[config.mk]
export PLATFORM = sky130hd
export DESIGN_NAME = seq_gen_010
export DESIGN_NICKNAME = d
export VERILOG_FILES = /design/src/rtl/seq_gen_010.sv
export SDC_FILE = /design/constraint.sdc
export NUM_CORES = 1
export LEC_CHECK = 0
export CORE_UTILIZATION = 49
export CTS_BUF_LIST = sky130_fd_sc_hd__clkbuf_2
export DETAILED_ROUTE_END_ITERATION = 12
export GPL_TIMING_DRIVEN = 0
export PLACE_DENSITY = 0.8
export SYNTH_ARGS = -nofsm -noshare
export SYNTH_HDL_FRONTEND = slang
export SYNTH_SLANG_ARGS = --single-unit
[constraint.sdc]
create_clock -name clk -period 2.22 [get_ports clk]
set_input_delay 0.333 -clock clk [delete_from_list [all_inputs] [get_ports clk]]
set_output_delay 0.333 -clock clk [all_outputs]
set_load 0.01 [all_outputs]
[src/rtl/seq_gen_010.sv]
// Serial "010" pattern transmitter: shifts parallel frames out MSB-first on a line
// that idles high, and runs a golden copy of the detector FSM on its own output.
module seq_gen_010 #(
    parameter int WIDTH = 8,
    parameter int CNT_W = 10
) (
    input  logic             clk,
    input  logic             rst,
    input  logic [WIDTH-1:0] din,
    input  logic             din_valid,
    output logic             din_ready,
    output logic             x,
    output logic             x_valid,
    output logic             busy,
    output logic             done,
    output logic             hit,
    output logic [CNT_W-1:0] exp_count
);

    localparam int IDX_W = $clog2(WIDTH);
    localparam logic [IDX_W-1:0] LAST_IDX = IDX_W'(WIDTH - 1);

    typedef enum logic {
        TX_IDLE,
        TX_SHIFT
    } tx_state_t;

    typedef enum logic [1:0] {
        M_IDLE,
        M_ZERO,
        M_ONE,
        M_STORE
    } m_state_t;

    tx_state_t        state_q, state_d;
    logic [WIDTH-1:0] sreg_q, sreg_d;
    logic [IDX_W-1:0] idx_q, idx_d;
    m_state_t         m_q, m_d;
    logic [CNT_W-1:0] cnt_q, cnt_d;

    logic last_bit;
    logic accept;

    assign last_bit = (state_q == TX_SHIFT) && (idx_q == LAST_IDX);
    assign accept   = din_valid && din_ready;

    // State register; the shift register is pure data and carries no reset.
    always_ff @(posedge clk) begin
        if (rst) begin
            state_q <= TX_IDLE;
            idx_q   <= '0;
            m_q     <= M_IDLE;
            cnt_q   <= '0;
        end else begin
            state_q <= state_d;
            idx_q   <= idx_d;
            m_q     <= m_d;
            cnt_q   <= cnt_d;
        end
        sreg_q <= sreg_d;
    end

    always_comb begin
        state_d = state_q;
        sreg_d  = sreg_q;
        idx_d   = idx_q;
        case (state_q)
            TX_IDLE: begin
                if (accept) begin
                    state_d = TX_SHIFT;
                    sreg_d  = din;
                    idx_d   = '0;
                end
            end
            TX_SHIFT: begin
                if (idx_q == LAST_IDX) begin
                    if (accept) begin
                        sreg_d = din;
                        idx_d  = '0;
                    end else begin
                        state_d = TX_IDLE;
                    end
                end else begin
                    sreg_d = {sreg_q[WIDTH-2:0], 1'b0};
                    idx_d  = idx_q + 1'b1;
                end
            end
            default: state_d = TX_IDLE;
        endcase
    end

    // Golden detector: non-overlapping, STORE always falls back to IDLE or ZERO.
    always_comb begin
        m_d = m_q;
        case (m_q)
            M_IDLE:  m_d = x ? M_IDLE : M_ZERO;
            M_ZERO:  m_d = x ? M_ONE  : M_ZERO;
            M_ONE:   m_d = x ? M_IDLE : M_STORE;
            M_STORE: m_d = x ? M_IDLE : M_ZERO;
            default: m_d = M_IDLE;
        endcase
        cnt_d = (m_q == M_STORE) ? cnt_q + 1'b1 : cnt_q;
    end

    always_comb begin
        x         = (state_q == TX_SHIFT) ? sreg_q[WIDTH-1] : 1'b1;
        x_valid   = (state_q == TX_SHIFT);
        busy      = (state_q == TX_SHIFT);
        done      = last_bit;
        din_ready = (state_q == TX_IDLE) || last_bit;
        hit       = (m_q == M_STORE);
        exp_count = cnt_q;
    end

endmodule

==> flow_metrics.env, run 1 <==
export IMPL_status="finished, final reports clean"
export IMPL_synth_seq_area_share_pct=46.8
export IMPL_grt_max_degree=14
export IMPL_path_depth=6
export IMPL_yosys_area_top_type_share_pct=46.8
export IMPL_finalMaxSlewViolations=0
export IMPL_clkPwrFrac_pct=22.4
export IMPL_start_util_pct=52.4
export IMPL_antenna_found_initial=0
export IMPL_whs_path_depth=2
export IMPL_grt_pass1_wl_um=3190
export IMPL_syn_area_sq_um=1030
export IMPL_clk_latency_ns=0.34
export IMPL_nets=162
export IMPL_dr_pass1_iters=4
export IMPL_min_to="exp_count[3]$_SDFFE_PP0P_"
export IMPL_p_int_w=0.000548
export IMPL_drv_cap=0
export IMPL_hold_start="rst"
export IMPL_synthArstFlopShare_pct=0
export IMPL_drt_iter0_drc=16
export IMPL_cpMostUsedCell="ha_1"
export IMPL_portBuffers=25
export IMPL_path_cells="ha_1 -> ha_1 -> nor2b_1 -> clkbuf_4 -> inv_1 -> dlygate4sd2_1"
export IMPL_synthTopCellsByCount="dfxtp_1, nand2_1, a21oi_1, o21ai_0, mux2i_1"
export IMPL_total_power_w=0.000730
export IMPL_cts_tree="done"
export IMPL_num_rows=16
export IMPL_power_density_nw_per_um2=545
export IMPL_synth_area_top_cells="dfxtp_1, mux2i_1, a21oi_1"
export IMPL_synth_enable_flop_cells=0
export IMPL_crit_required_ns=1.89
export IMPL_synth_nets=131
export IMPL_crit_slowest_cell="dfxtp_1"
export IMPL_clockBufferDepth=2
export IMPL_path_clk_slew_ns=0.22
export IMPL_finalSetupViolCount=0
export IMPL_die_h_um=47.8
export IMPL_instances_no_fill=174
export IMPL_clockRootBuffer="clkbuf_2"
export IMPL_ant_nets=0
export IMPL_htree_levels=1
export IMPL_grt_pass1_vias=802
export IMPL_end_kind="primary output"
export IMPL_core_area_sq_um=1960
export IMPL_grt_usage_pct=20.5
export IMPL_ir_drop_mv=0.464
export IMPL_p_sw_w=0.000182
export IMPL_fmax_ghz=0.480
export IMPL_seqPwrFrac_pct=65.3
export IMPL_vias_per_cell=5.29
export IMPL_grt_ovfl_total=0
export IMPL_yosysMostFrequentCell="dfxtp_1"
export IMPL_tns_ns=0
export IMPL_cts_buffers_inserted=3
export IMPL_reg2reg_slack_ns=0.44
export IMPL_critPathLaunchType="flop"
export IMPL_p_sw_share_pct=24.9
export IMPL_arrival_ns=1.75
export IMPL_ys_seq_elements=24
export IMPL_dp_cells=169
export IMPL_gp_congestion=0.761
export IMPL_yosysUniqueCellTypes=26
export IMPL_drive_gt1_share_pct=6.80
export IMPL_hpwlAfterDp_um=1590
export IMPL_fin_skew_ns=0.0212
export IMPL_max_stage_delay_ns=0.37
export IMPL_syn_to_final_growth_pct=30.5
export IMPL_dp_slack_ns=0.0521
export IMPL_crit_buf_inv=3
export IMPL_cts_sinks=24
export IMPL_hold_path_class="input pin to flop"
export IMPL_dieArea_sq_um=2280
export IMPL_synthCells=117
export IMPL_synth_flop_cell="dfxtp_1"
export IMPL_crit_path_max_fanout=4
export IMPL_reg2reg_depth=7
export IMPL_syn_avg_cell_area_sq_um=8.78
export IMPL_routedWlPerCell_um=11.8
export IMPL_drc=0
export IMPL_final_hold_viol_count=0
export IMPL_n_antenna_cell=0
export IMPL_p_comb_share_pct=12.3
export IMPL_yosys_warnings=0
export IMPL_wirelength_um=2050
export IMPL_yosys_area_top_type="dfxtp_1"
export IMPL_die_x_um=47.8
export IMPL_worst_slack_ns=0.135
export IMPL_cp_top_family="buffers and inverters"
export IMPL_rsz0062_at_grt="no"
export IMPL_timing_rr_start="idx_q[0]$_SDFF_PP0_"
export IMPL_dr_total_vias=920
export IMPL_p_leak_nw=0.505
export IMPL_worstMarginPinSlew_ns=0.522
export IMPL_io_pin_count=27
export IMPL_crit_type="flop to primary output"
export IMPL_finalCritPeriodShare_pct=93.9
export IMPL_period_needed_ns=2.08
export IMPL_r2r_end="sreg_q[6]$_DFF_P_"
export IMPL_relSlewSlack_pct=65.2
## through the flow
step	cell area, sq um	hold WS (ns)	utilization, %
3_5_place_dp	1310	0.462	66.8
5_1_grt	1340	0.361	68.3
4_1_cts	1340	0.325	68.3
6_report	1340	0.330	68.3
2_1_floorplan	1030	0.424	-
3_3_place_gp	1310	0.440	66.8
## sequential cells by signal, indices dropped and copies added (netlist names)
| register | cells |
|---|---|
| exp_count | 10 |
| sreg_q | 8 |
| idx_q | 3 |
| m_q | 2 |
| busy | 1 |
## worst max-delay path by stage
stage,start,to,slack [ns]
global placement,idx_q[0]$_SDFF_PP0_,din_ready,0.09
CTS,idx_q[0]$_SDFF_PP0_,din_ready,0.14
global route,idx_q[0]$_SDFF_PP0_,din_ready,0.03
floorplan,idx_q[0]$_SDFF_PP0_,sreg_q[6]$_DFF_P_,0.65
detailed placement,idx_q[0]$_SDFF_PP0_,din_ready,0.05
finish,idx_q[0]$_SDFF_PP0_,din_ready,0.14
## kinds of logic after synthesis
family,count (synthesis),share of synthesized area [%]
AOI/OAI and AO/OA,24,12.2
buffers and inverters,10,4.14
adders and majority gates,3,3.65
and+or+nand+nor,45,22.7
DFF,24,46.8
xor gates and xnor gates,2,1.71
muxes,9,8.89
## cell usage in the layout (no fill, tap or decap), types with 2 or more instances in the layout
cell             count
nand2b_1             2
nand3b_1             4
buf_4                2
a21oi_1             11
clkdlybuf4s50_1     24
clkbuf_1             3
nand2_1             14
clkbuf_2             3
or3_1                3
or4_1                2
mux2i_1              8
inv_1                3
nand3_1              6
o21ai_0             11
dfxtp_1             24
ha_1                 3
o31ai_1              2
nor2b_1              2
nor2_1               7
xor2_1               2
## cell type report
cell class	count	area [sq um]
Sequential cell	24	480
Timing Repair Buffer	26	256
Tap cell	27	33.8
Fill cell	183	622
Clock inverter	1	3.75
Buffer	7	35.0
Multi-Input combinational cell	83	504
Inverter	3	11.3
Clock buffer	3	15.0
## worst register-to-register path, stage by stage, from the launching register on
cell and delay, ns:
dfxtp_1 0.37, ha_1 0.20, ha_1 0.19, nor2b_1 0.15, clkbuf_4 0.16, buf_4 0.14, clkbuf_1 0.31, o21ai_0 0.15
## power by group through the flow
| stage | logic, W | registers, W | clock network (W) |
|---|---|---|---|
| 6_report | 0.0000897 | 0.000476 | 0.000164 |
| 5_1_grt | 0.000103 | 0.000480 | 0.000181 |
| 4_1_cts | 0.0000905 | 0.000477 | 0.000165 |
| 3_5_place_dp | 0.0000888 | 0.000485 | 0 |
| 3_3_place_gp | 0.0000851 | 0.000482 | 0 |
| 2_1_floorplan | 0.0000500 | 0.000480 | 0 |
## timing repair
item / 4_1_cts / 5_1_grt
setup buffers: 1 / 0
hold buffers: 0 / 0
setup endpoints to repair: 1 / 0
gates resized for setup: 3 / 0
## routing by layer
metal  part of all wire [%]  track usage (%)  vias to the layer above
met3                    4.1             4.91                        4
met4                    2.2             11.1                        0
met5                      0                0                        -
met2                     52             35.7                       30
li1                       -                -                      465
met1                     41             22.7                      421
Note: power is estimated with default switching activity, not from simulation.
==> run 2: changes to the inputs <==
Settings changed: CTS_CLUSTER_DIAMETER set to 200.
==> results of run 2 <==
Final layout, timing and power as in run 1 (identical DEF).
